==> config.mk <==
export PLATFORM = sky130hd
export DESIGN_NAME = fetch_sequencer
export DESIGN_NICKNAME = d
export VERILOG_FILES = /design/src/rtl/fetch_sequencer.sv
export SDC_FILE = /design/constraint.sdc
export NUM_CORES = 1
export LEC_CHECK = 0
export CELL_PAD_IN_SITES_DETAIL_PLACEMENT = 1
export CELL_PAD_IN_SITES_GLOBAL_PLACEMENT = 1
export CORE_ASPECT_RATIO = 1.25
export CORE_MARGIN = 2
export CORE_UTILIZATION = 40
export DETAILED_ROUTE_END_ITERATION = 10
export GPL_TIMING_DRIVEN = 0
export PLACE_DENSITY = 0.9
export SLEW_MARGIN = 20
export SYNTH_ARGS = -nofsm -noshare
export SYNTH_HDL_FRONTEND = slang
export SYNTH_SLANG_ARGS = --single-unit
==> constraint.sdc <==
create_clock -name Clk -period 2.75 [get_ports Clk]
set_input_delay 0.825 -clock Clk [delete_from_list [all_inputs] [get_ports Clk]]
set_output_delay 0.825 -clock Clk [all_outputs]
set_load 0.05 [all_outputs]
==> src/rtl/fetch_sequencer.sv <==
// Instruction fetch sequencer: walks a PC through a combinational instruction memory
// and feeds {PC, word} pairs to decode through a 2-entry FIFO, with redirect and halt.
module fetch_sequencer #(
  parameter logic [31:0] RESET_PC  = 32'h0000_0000,
  parameter logic [31:0] HALT_WORD = 32'hFFFF_FFFF
) (
  input  logic        Clk,
  input  logic        Reset,
  input  logic        Start,
  output logic [31:0] PCResult,
  input  logic [31:0] Instruction,
  input  logic        RedirectValid,
  input  logic [31:0] RedirectTarget,
  output logic        OutValid,
  input  logic        OutReady,
  output logic [31:0] OutInstr,
  output logic [31:0] OutPC,
  output logic        Halted,
  output logic [15:0] FetchCount
);

  typedef enum logic [1:0] {S_IDLE, S_FETCH, S_HALT} state_t;

  state_t      r_state;
  state_t      w_state_nxt;
  logic [31:0] r_pc;
  logic [31:0] r_q_pc  [2];
  logic [31:0] r_q_ins [2];
  logic        r_rd_ptr;
  logic [1:0]  r_count;
  logic [15:0] r_fcount;

  logic        w_redir;
  logic        w_valid;
  logic        w_full;
  logic        w_pop;
  logic        w_capture;
  logic        w_is_halt;
  logic        w_push;
  logic        w_wr_ptr;

  always_comb begin
    w_redir   = RedirectValid && (r_state != S_IDLE);
    w_valid   = (r_count != 2'd0);
    w_full    = (r_count == 2'd2);
    w_pop     = w_valid && OutReady && !w_redir;
    w_capture = (r_state == S_FETCH) && !w_redir && (!w_full || w_pop);
    w_is_halt = (Instruction == HALT_WORD);
    w_push    = w_capture && !w_is_halt;
    // When full and popping, the write slot is the one being vacated by the head.
    w_wr_ptr  = r_rd_ptr ^ r_count[0];
  end

  always_ff @(posedge Clk or negedge Reset) begin
    if (!Reset) r_state <= S_IDLE;
    else        r_state <= w_state_nxt;
  end

  always_comb begin
    w_state_nxt = r_state;
    unique case (r_state)
      S_IDLE:  if (Start) w_state_nxt = S_FETCH;
      S_FETCH: begin
        if (w_redir)                     w_state_nxt = S_FETCH;
        else if (w_capture && w_is_halt) w_state_nxt = S_HALT;
      end
      S_HALT:  if (w_redir) w_state_nxt = S_FETCH;
      default: w_state_nxt = S_IDLE;
    endcase
  end

  always_ff @(posedge Clk or negedge Reset) begin
    if (!Reset) begin
      r_pc       <= RESET_PC & ~32'h3;
      r_q_pc[0]  <= '0;
      r_q_pc[1]  <= '0;
      r_q_ins[0] <= '0;
      r_q_ins[1] <= '0;
      r_rd_ptr   <= 1'b0;
      r_count    <= '0;
      r_fcount   <= '0;
    end else if (w_redir) begin
      r_pc     <= RedirectTarget & ~32'h3;
      r_rd_ptr <= 1'b0;
      r_count  <= '0;
    end else begin
      if (w_push) begin
        r_q_pc[w_wr_ptr]  <= r_pc;
        r_q_ins[w_wr_ptr] <= Instruction;
        r_pc              <= r_pc + 32'd4;
        if (r_fcount != 16'hFFFF) r_fcount <= r_fcount + 16'd1;
      end
      if (w_pop) r_rd_ptr <= ~r_rd_ptr;
      r_count <= r_count + {1'b0, w_push} - {1'b0, w_pop};
    end
  end

  always_comb begin
    PCResult   = r_pc;
    OutValid   = w_valid;
    OutInstr   = w_valid ? r_q_ins[r_rd_ptr] : '0;
    OutPC      = w_valid ? r_q_pc[r_rd_ptr]  : '0;
    Halted     = (r_state == S_HALT);
    FetchCount = r_fcount;
  end

endmodule

==> out/metrics.cfg, run 1 <==
[outcome]
status = finished, final reports clean

[critical_path]
worst-r2r-cell-count = 6
required_ns = 1.93
critical_path.max_fanout = 10
critical_path.reg2reg.endpoint = PCResult[27]
cp-end-kind = primary output
cp_data_arrival_time_ns = 1.88
timing.rr.start = PCResult[12]
timing.reg2reg.setup_slack_ns = 0.26
startpoint_to_endpoint_class_of_the_critical_path = register to primary output
timing.critical_path.from_type = register

[flow_run]
cap_violations = 0

[synth]
post_synth_xor_area_fraction_pct = 2.73
synth.most_common_cell = sky130_fd_sc_hd__dfrtp_1
yosys.area.top_type = sky130_fd_sc_hd__dfrtp_1
synthSimpleGateAreaFrac_pct = 12.8
synth_mux_area_share_pct = 23.6
yosys_warnings = 0
ys_dominant_reg_cell = sky130_fd_sc_hd__dfrtp_1
post_synthesis_mean_instance_area_um2 = 11.7
yosys_register_bits = 175
synth_edf_count = 0
netlist.area_leader.share_pct = 50.5
synth.top_cells.by_area = sky130_fd_sc_hd__dfrtp_1, sky130_fd_sc_hd__mux2_1, sky130_fd_sc_hd__mux2i_1, sky130_fd_sc_hd__nor2_1, sky130_fd_sc_hd__nand4_1
synth_top_family_by_area = multiplexers
ffs_w_async_s_r_synth_pct = 100
synth_compound_gate_area_share_pct = 6.02
synth.distinct_cells = 59
synthesis.instances = 740
synth.cells.most_frequent = sky130_fd_sc_hd__dfrtp_1, sky130_fd_sc_hd__mux2_1, sky130_fd_sc_hd__nor2_1
combined_area_of_all_synthesized_cells_um2 = 8670
synth-adder-area-share_pct = 0.577
ys_seq_area_share_pct = 50.5

[placed_design]
place.detailed.instances = 1200
finalWeightedCongestion = 0.789
post-place-ws_ns = -1.21
hpwlAfterDp_mm = 18.2
buffer_ports.inserted = 176

[global_route]
maximum_number_of_pins_on_one_net_before_global_route_repair = 71
grt_usage_pct = 22.9
number_of_antenna_violations_at_the_first_check_in_global_routing = 0
overflow = 0
via_count_of_the_first_global_routing_pass = 7436
grt_pass1_wl_mm = 40.5

[clocking]
clock_tree_from_tritoncts = yes
buffer_levels_on_the_longest_clock_path = 2
clk_latency_ns = 0.42
cts_inserted_buffers = 17
cts.clk_slew.worst_paths_ns = 0.06
clock_tree.root_cell = sky130_fd_sc_hd__clkbuf_16
cts_sinks = 175
hold_buf_cts = 0
cts-htree-levels = 4

[cells_and_area]
layout.cells.non_filler = 1247
multiInputGateArea_um2 = 4040
seqCellArea_um2 = 4380
final_layout_size_suffix_gt1_share_pct = 17.9
n_fill_cell = 2234
finalCoreUtilization_pct = 54.9
layout-area-overhead-vs-synth_pct = 35.4
design.final.nets = 1028
antennaDiodeCount = 0

[routing]
route.final.wire_length_mm = 26.0
average_via_count_per_standard_cell = 5.47
drt_first_pass_iters = 4
drc = 0
drtIter0Drc = 312
ant_nets = 0
detailroute.via_count = 6821
routedWlPerCell_um = 20.8

[floorplan]
num_rows = 60
fp.dieW_um = 136
placeableCoreArea_um2 = 21400
dieArea_um2 = 22900
floorplan.initialDensity_pct = 40.5
die_h_um = 169
io_pins = 183

[power_and_ir_drop]
irDropWorstVdd_mv = 0.554
power_leakage_nw = 4.87
p_total_mw = 12.8
powerDensity_nw_per_um2 = 1090

[sta]
setup_viol = 0
achievable-frequency_ghz = 0.370
finalMaxSlewViolations = 0
slew_headroom_pct = 36.4
worst_pin_slew_ns = 0.952
final_hold_vios = 0
worst_clock_skew_ns = 0.00861
time_the_worst_path_needs_with_i_o_delays_and_setup_ns = 2.70
post-route-period-util_pct = 98.2
final_worst_path_setup_slack_ns = 0.0485

[hold_path]
worst_min_delay_path_category = input pin to asynchronous set/reset pin

timing repair:
| action | 4_1_cts | 5_1_grt |
|---|---|---|
| setup buffers | 14 | 3 |
| cloned | 0 | 0 |
| pin swaps | 6 | 10 |
| gates resized for setup | 224 | 42 |
| endpoints found under the hold margin | 0 | 0 |
| endpoints found under the setup margin | 223 | 111 |
critical path: stages (launching register included):
cell                              delay, ns
sky130_fd_sc_hd__dfrtp_2               0.41
sky130_fd_sc_hd__buf_4                 0.16
sky130_fd_sc_hd__clkbuf_8              0.19
sky130_fd_sc_hd__mux2i_1               0.29
sky130_fd_sc_hd__nor2_1                0.07
sky130_fd_sc_hd__clkdlybuf4s15_2       0.33
routing by layer:
metal / GRT usage, % / up-vias / routed length (um)
li1: - / 3096 / -
met1: 27.0 / 3489 / 10500
met2: 41.2 / 188 / 13400
met3: 4.58 / 48 / 1330
met4: 8.29 / 0 / 704
met5: 0 / - / 0
final cells by class:
cell class	instances	area share, %
buffer	45	2.93
clock buffer	20	3.89
clock inverter	12	1.13
inverter	10	0.341
multi-input combinational	511	34.4
sequential	175	37.3
tap	279	2.97
timing repair buffer	195	17.0
cells by family after synthesis:
logic type / Yosys count
adder cells (fa/ha/maj): 4
AO/OA/AOI/OAI: 71
AND/OR/NAND/NOR: 216
flip-flops: 175
XOR/XNOR: 27
other: 1
buffers and inverters: 57
multiplexers: 189
worst max path at each step:
stage / start / end / slack, ns
2_1_floorplan: Instruction[25] / r_count[1] / -0.006
3_3_place_gp: Reset / r_q_ins[26] / -6.31
3_5_place_dp: Instruction[1] / r_count[1] / -1.21
4_1_cts: r_rd_ptr / OutPC[19] / -0.11
5_1_grt: r_rd_ptr / OutInstr[29] / -0.002
6_report: r_rd_ptr / OutInstr[29] / 0.05
placed cells by master, fill, tap and decap left out, drive strengths merged, types with 4 or more instances in the layout:
master         instances
mux2                 125
clkdlybuf4s15         46
nand2                 33
or3                    5
mux2i                 64
ha                     4
dlygate4sd2            7
and4                   7
o21ai                 14
xnor2                 12
or4                    8
inv                   13
dlymetal6s2s          12
buf                   60
a2111oi                7
nor4                   5
nand3                 14
clkdlybuf4s50         96
a211oi                 4
and3                   7
nor3                   9
conb                   4
nor2                  92
xor2                  15
clkbuf                36
a21oi                  4
dfrtp                175
nand4                 23
clkinv                 4
a31oi                 20
o31ai                 11
registers in the layout (all words and copies together), names as in the netlist:
register,flops
r_state,2
r_q_pc,60
FetchCount,16
PCResult,30
r_rd_ptr,1
r_q_ins,64
r_count,2
metrics by stage:
stage	hold WS (ns)	setup TNS (ns)	cell area [um^2]
4_1_cts	0.305	-0.895	11700
5_1_grt	0.320	-0.00244	11700
3_5_place_dp	0.474	-162.18	10900
3_3_place_gp	0.466	-1253.91	10800
2_1_floorplan	0.457	-0.00603	8720
6_report	0.302	0	11700
report_power, final:
| group | internal [mW] | leakage [nW] | switching [mW] |
|---|---|---|---|
| combinational | 2.29 | 2.54 | 3.76 |
| sequential | 3.62 | 2.05 | 0.681 |
| clock | 1.39 | 0.283 | 1.05 |
Note: power is estimated with default switching activity, not from simulation.
==> inputs of run 2 (changes only) <==
--- a/config.mk
+++ b/config.mk
@@ -7,7 +7,6 @@
 export LEC_CHECK = 0
 export CELL_PAD_IN_SITES_DETAIL_PLACEMENT = 1
 export CELL_PAD_IN_SITES_GLOBAL_PLACEMENT = 1
-export CORE_ASPECT_RATIO = 1.25
 export CORE_MARGIN = 2
 export CORE_UTILIZATION = 40
 export DETAILED_ROUTE_END_ITERATION = 10
==> out/metrics.cfg, run 2 (synthesis gave the netlist of run 1 again) <==
[power_and_ir_drop]
netSwitchingPower_mw = 5.60  ; was 5.49 mW
power_leakage_nw = 4.86  ; was 4.87 nW
clkPwrFrac_pct = 20.0  ; was 19.1%
comb_power_share_pct = 46.3  ; was 47.3%
powerDensity_nw_per_um2 = 1120  ; was 1090 nW/um^2
switching_share_pct = 43.9  ; was 42.9%
irDropWorstVdd_mv = 0.640  ; was 0.554 mV
p_total_mw = 12.7  ; was 12.8 mW
internal_power_mw = 7.15  ; was 7.30 mW
power_frac_seq_pct = 33.7  ; was 33.6%

[cells_and_area]
largest_register = r_q_ins  ; unchanged
mostFrequentLayoutCells = sky130_fd_sc_hd__dfrtp_1, sky130_fd_sc_hd__mux2_1, sky130_fd_sc_hd__nor2_1  ; was sky130_fd_sc_hd__dfrtp_1, sky130_fd_sc_hd__mux2_1, sky130_fd_sc_hd__clkdlybuf4s50_1
post-route-cell-area_um2 = 11400  ; was 11,700 um^2
layout-area-overhead-vs-synth_pct = 31.6  ; was 35.4%
design.final.nets = 1026  ; was 1,028
final_layout_size_suffix_gt1_share_pct = 17.5  ; was 17.9%
mostFrequentLayoutCell = sky130_fd_sc_hd__dfrtp_1  ; unchanged
largest_reg_flops = 64  ; unchanged

[routing]
detailroute.via_count = 6878  ; was 6,821
drtIter0Drc = 360  ; was 312
routedLengthMet1_mm = 11.3  ; was 10.5 mm
topRoutingLayerUsed = met4  ; unchanged
met3WireLength_mm = 1.57  ; was 1.33 mm
average_via_count_per_standard_cell = 5.54  ; was 5.47
drt_first_pass_iters = 4  ; unchanged
route.final.wire_length_mm = 27.0  ; was 26.0 mm
wl_met2_mm = 13.7  ; was 13.4 mm
drc = 0  ; unchanged
routedWlPerCell_um = 21.7  ; was 20.8 um
ant_nets = 0  ; unchanged

[sta]
worst_pin_slew_ns = 0.959  ; was 0.952 ns
rsz_0062_raised_after_global_routing = yes
achievable-frequency_ghz = 0.356  ; was 0.370 GHz
setup_viol = 2  ; was 0
finalMaxSlewViolations = 0  ; unchanged
post-route-period-util_pct = 102  ; was 98.2%
final_hold_vios = 0  ; unchanged
final_worst_path_setup_slack_ns = -0.0596  ; was 0.0485 ns
worst_clock_skew_ns = 0.0131  ; was 0.00861 ns
slew_headroom_pct = 35.9  ; was 36.4%
time_the_worst_path_needs_with_i_o_delays_and_setup_ns = 2.81  ; was 2.70 ns

[clocking]
buffer_levels_on_the_longest_clock_path = 2  ; unchanged
cts-htree-levels = 4  ; unchanged
cts_sinks = 175  ; unchanged
clock_tree_from_tritoncts = yes  ; unchanged
clk_latency_ns = 0.43  ; was 0.42 ns
clock_tree.root_cell = sky130_fd_sc_hd__clkbuf_16  ; unchanged
cts_inserted_buffers = 17  ; unchanged
cts.clk_slew.worst_paths_ns = 0.07  ; was 0.06 ns

[critical_path]
critical_path.max_fanout = 10  ; unchanged
path_common_cell = sky130_fd_sc_hd__ha_4
crit_path_top_delay_cell = sky130_fd_sc_hd__clkdlybuf4s50_1  ; was sky130_fd_sc_hd__dfrtp_2
crit_chain = clkdlybuf4s50_1 -> nand4_1 -> nor4_4 -> buf_4 -> a21oi_4 -> inv_4 -> buf_12 -> buf_8 -> ha_4 -> inv_2 -> ha_4 -> xor2_2 -> xnor2_1 -> nor2_1  ; was buf_4 -> clkbuf_8 -> mux2i_1 -> nor2_1 -> clkdlybuf4s15_2
timing.critical_path.from_type = input pin  ; was register
startpoint_to_endpoint_class_of_the_critical_path = input pin to register  ; was register to primary output
critical-path-max-stage-delay_ns = 0.51  ; was 0.41 ns
required_ns = 3.05  ; was 1.93 ns
cp_data_arrival_time_ns = 3.11  ; was 1.88 ns
cp-end-kind = register  ; was primary output

[flow_run]
cap_violations = 0  ; unchanged

[global_route]
overflow = 0  ; unchanged
grt_usage_pct = 24.2  ; was 22.9%
grt_pass1_wl_mm = 42.4  ; was 40.5 mm
maximum_number_of_pins_on_one_net_before_global_route_repair = 95  ; was 71
via_count_of_the_first_global_routing_pass = 7465  ; was 7,436
number_of_antenna_violations_at_the_first_check_in_global_routing = 2  ; was 0

[hold_path]
worst_min_delay_path_category = input pin to asynchronous set/reset pin  ; unchanged

[placed_design]
buffer_ports.inserted = 176  ; unchanged
finalWeightedCongestion = 0.821  ; was 0.789
placed_instance_area_um2 = 10900  ; about the same
hpwlAfterDp_mm = 18.5  ; was 18.2 mm

[floorplan]
io_pins = 183  ; unchanged
die_h_um = 151  ; was 169 um
num_rows = 53  ; was 60
fp.dieW_um = 151  ; was 136 um
placeableCoreArea_um2 = 21200  ; was 21,400 um^2
floorplan.initialDensity_pct = 41.0  ; was 40.5%
dieArea_um2 = 22900  ; about the same

[outcome]
status = finished with violations  ; was finished, final reports clean
failing_checks = negative setup slack

-- run 2: through the flow --
stage / cells / setup slack [ns] / util [%] / setup TNS (ns) / hold slack [ns]
6_report: 1242 / -0.0596 / 53.9 / -0.0623 / 0.427
5_1_grt: 1241 / -0.157 / 53.9 / -0.169 / 0.471
4_1_cts: 1238 / -0.105 / 55.0 / -1.73 / 0.452
3_5_place_dp: 1195 / -1.16 / 51.3 / -156.08 / 0.475
3_3_place_gp: 1194 / -6.33 / 51.2 / -1254.01 / 0.466
2_1_floorplan: 743 / -0.00603 / - / -0.00603 / 0.457
-- run 2: power by group through the flow --
stage	sequential (mW)	clock [mW]	combinational (mW)
5_1_grt	4.44	2.69	6.29
4_1_cts	4.29	2.58	6.08
6_report	4.30	2.55	5.90
2_1_floorplan	4.41	0	3.92
3_5_place_dp	4.31	0	6.12
3_3_place_gp	4.20	0	5.95
-- run 2: critical path: cells and delay by family --
kind	cells	cell delay [ns]
and+or+nand+nor	3	0.46
adders and majority gates	2	0.32
buffers and inverters	6	1.14
xor gates and xnor gates	2	0.28
AOI/OAI and AO/OA	1	0.08
-- run 2: layer usage --
metal / vias up / track usage (%)
met5: - / 0
met4: 0 / 6.82
met3: 28 / 5.75
met2: 198 / 41.9
met1: 3562 / 30.3
li1: 3090 / -
-- run 2: path summary, 6_finish.rpt --
path	start	endpoint	depth (start not counted)	slack [ns]
min in group Clk	r_q_pc[34]	r_q_pc[34]	1	0.48
min reg2reg	r_q_pc[34]	r_q_pc[34]	1	0.48
min	Reset	FetchCount[9]	1	0.43
max	Instruction[6]	r_count[1]	14	-0.06
max in group asynchronous	Reset	r_q_ins[19]	2	1.44
max reg2reg	r_count[1]	r_count[1]	12	0.32
-- run 2: layout make-up --
type | count | area (um^2)
antenna | 1 | 2.50
buffer | 46 | 359
clock buffer | 18 | 429
clock inverter | 14 | 179
fill | 2250 | 9750
inverter | 10 | 40.0
multi-input combinational | 511 | 4030
sequential | 175 | 4380
tap | 275 | 344
timing repair buffer | 192 | 1650
-- run 2: timing repair --
action | 4_1_cts | 5_1_grt
setup buffers | 12 | 3
hold buffers | 0 | 0
pin swaps | 8 | 6
endpoints found under the setup margin | 222 | 180
resized for setup | 217 | 121
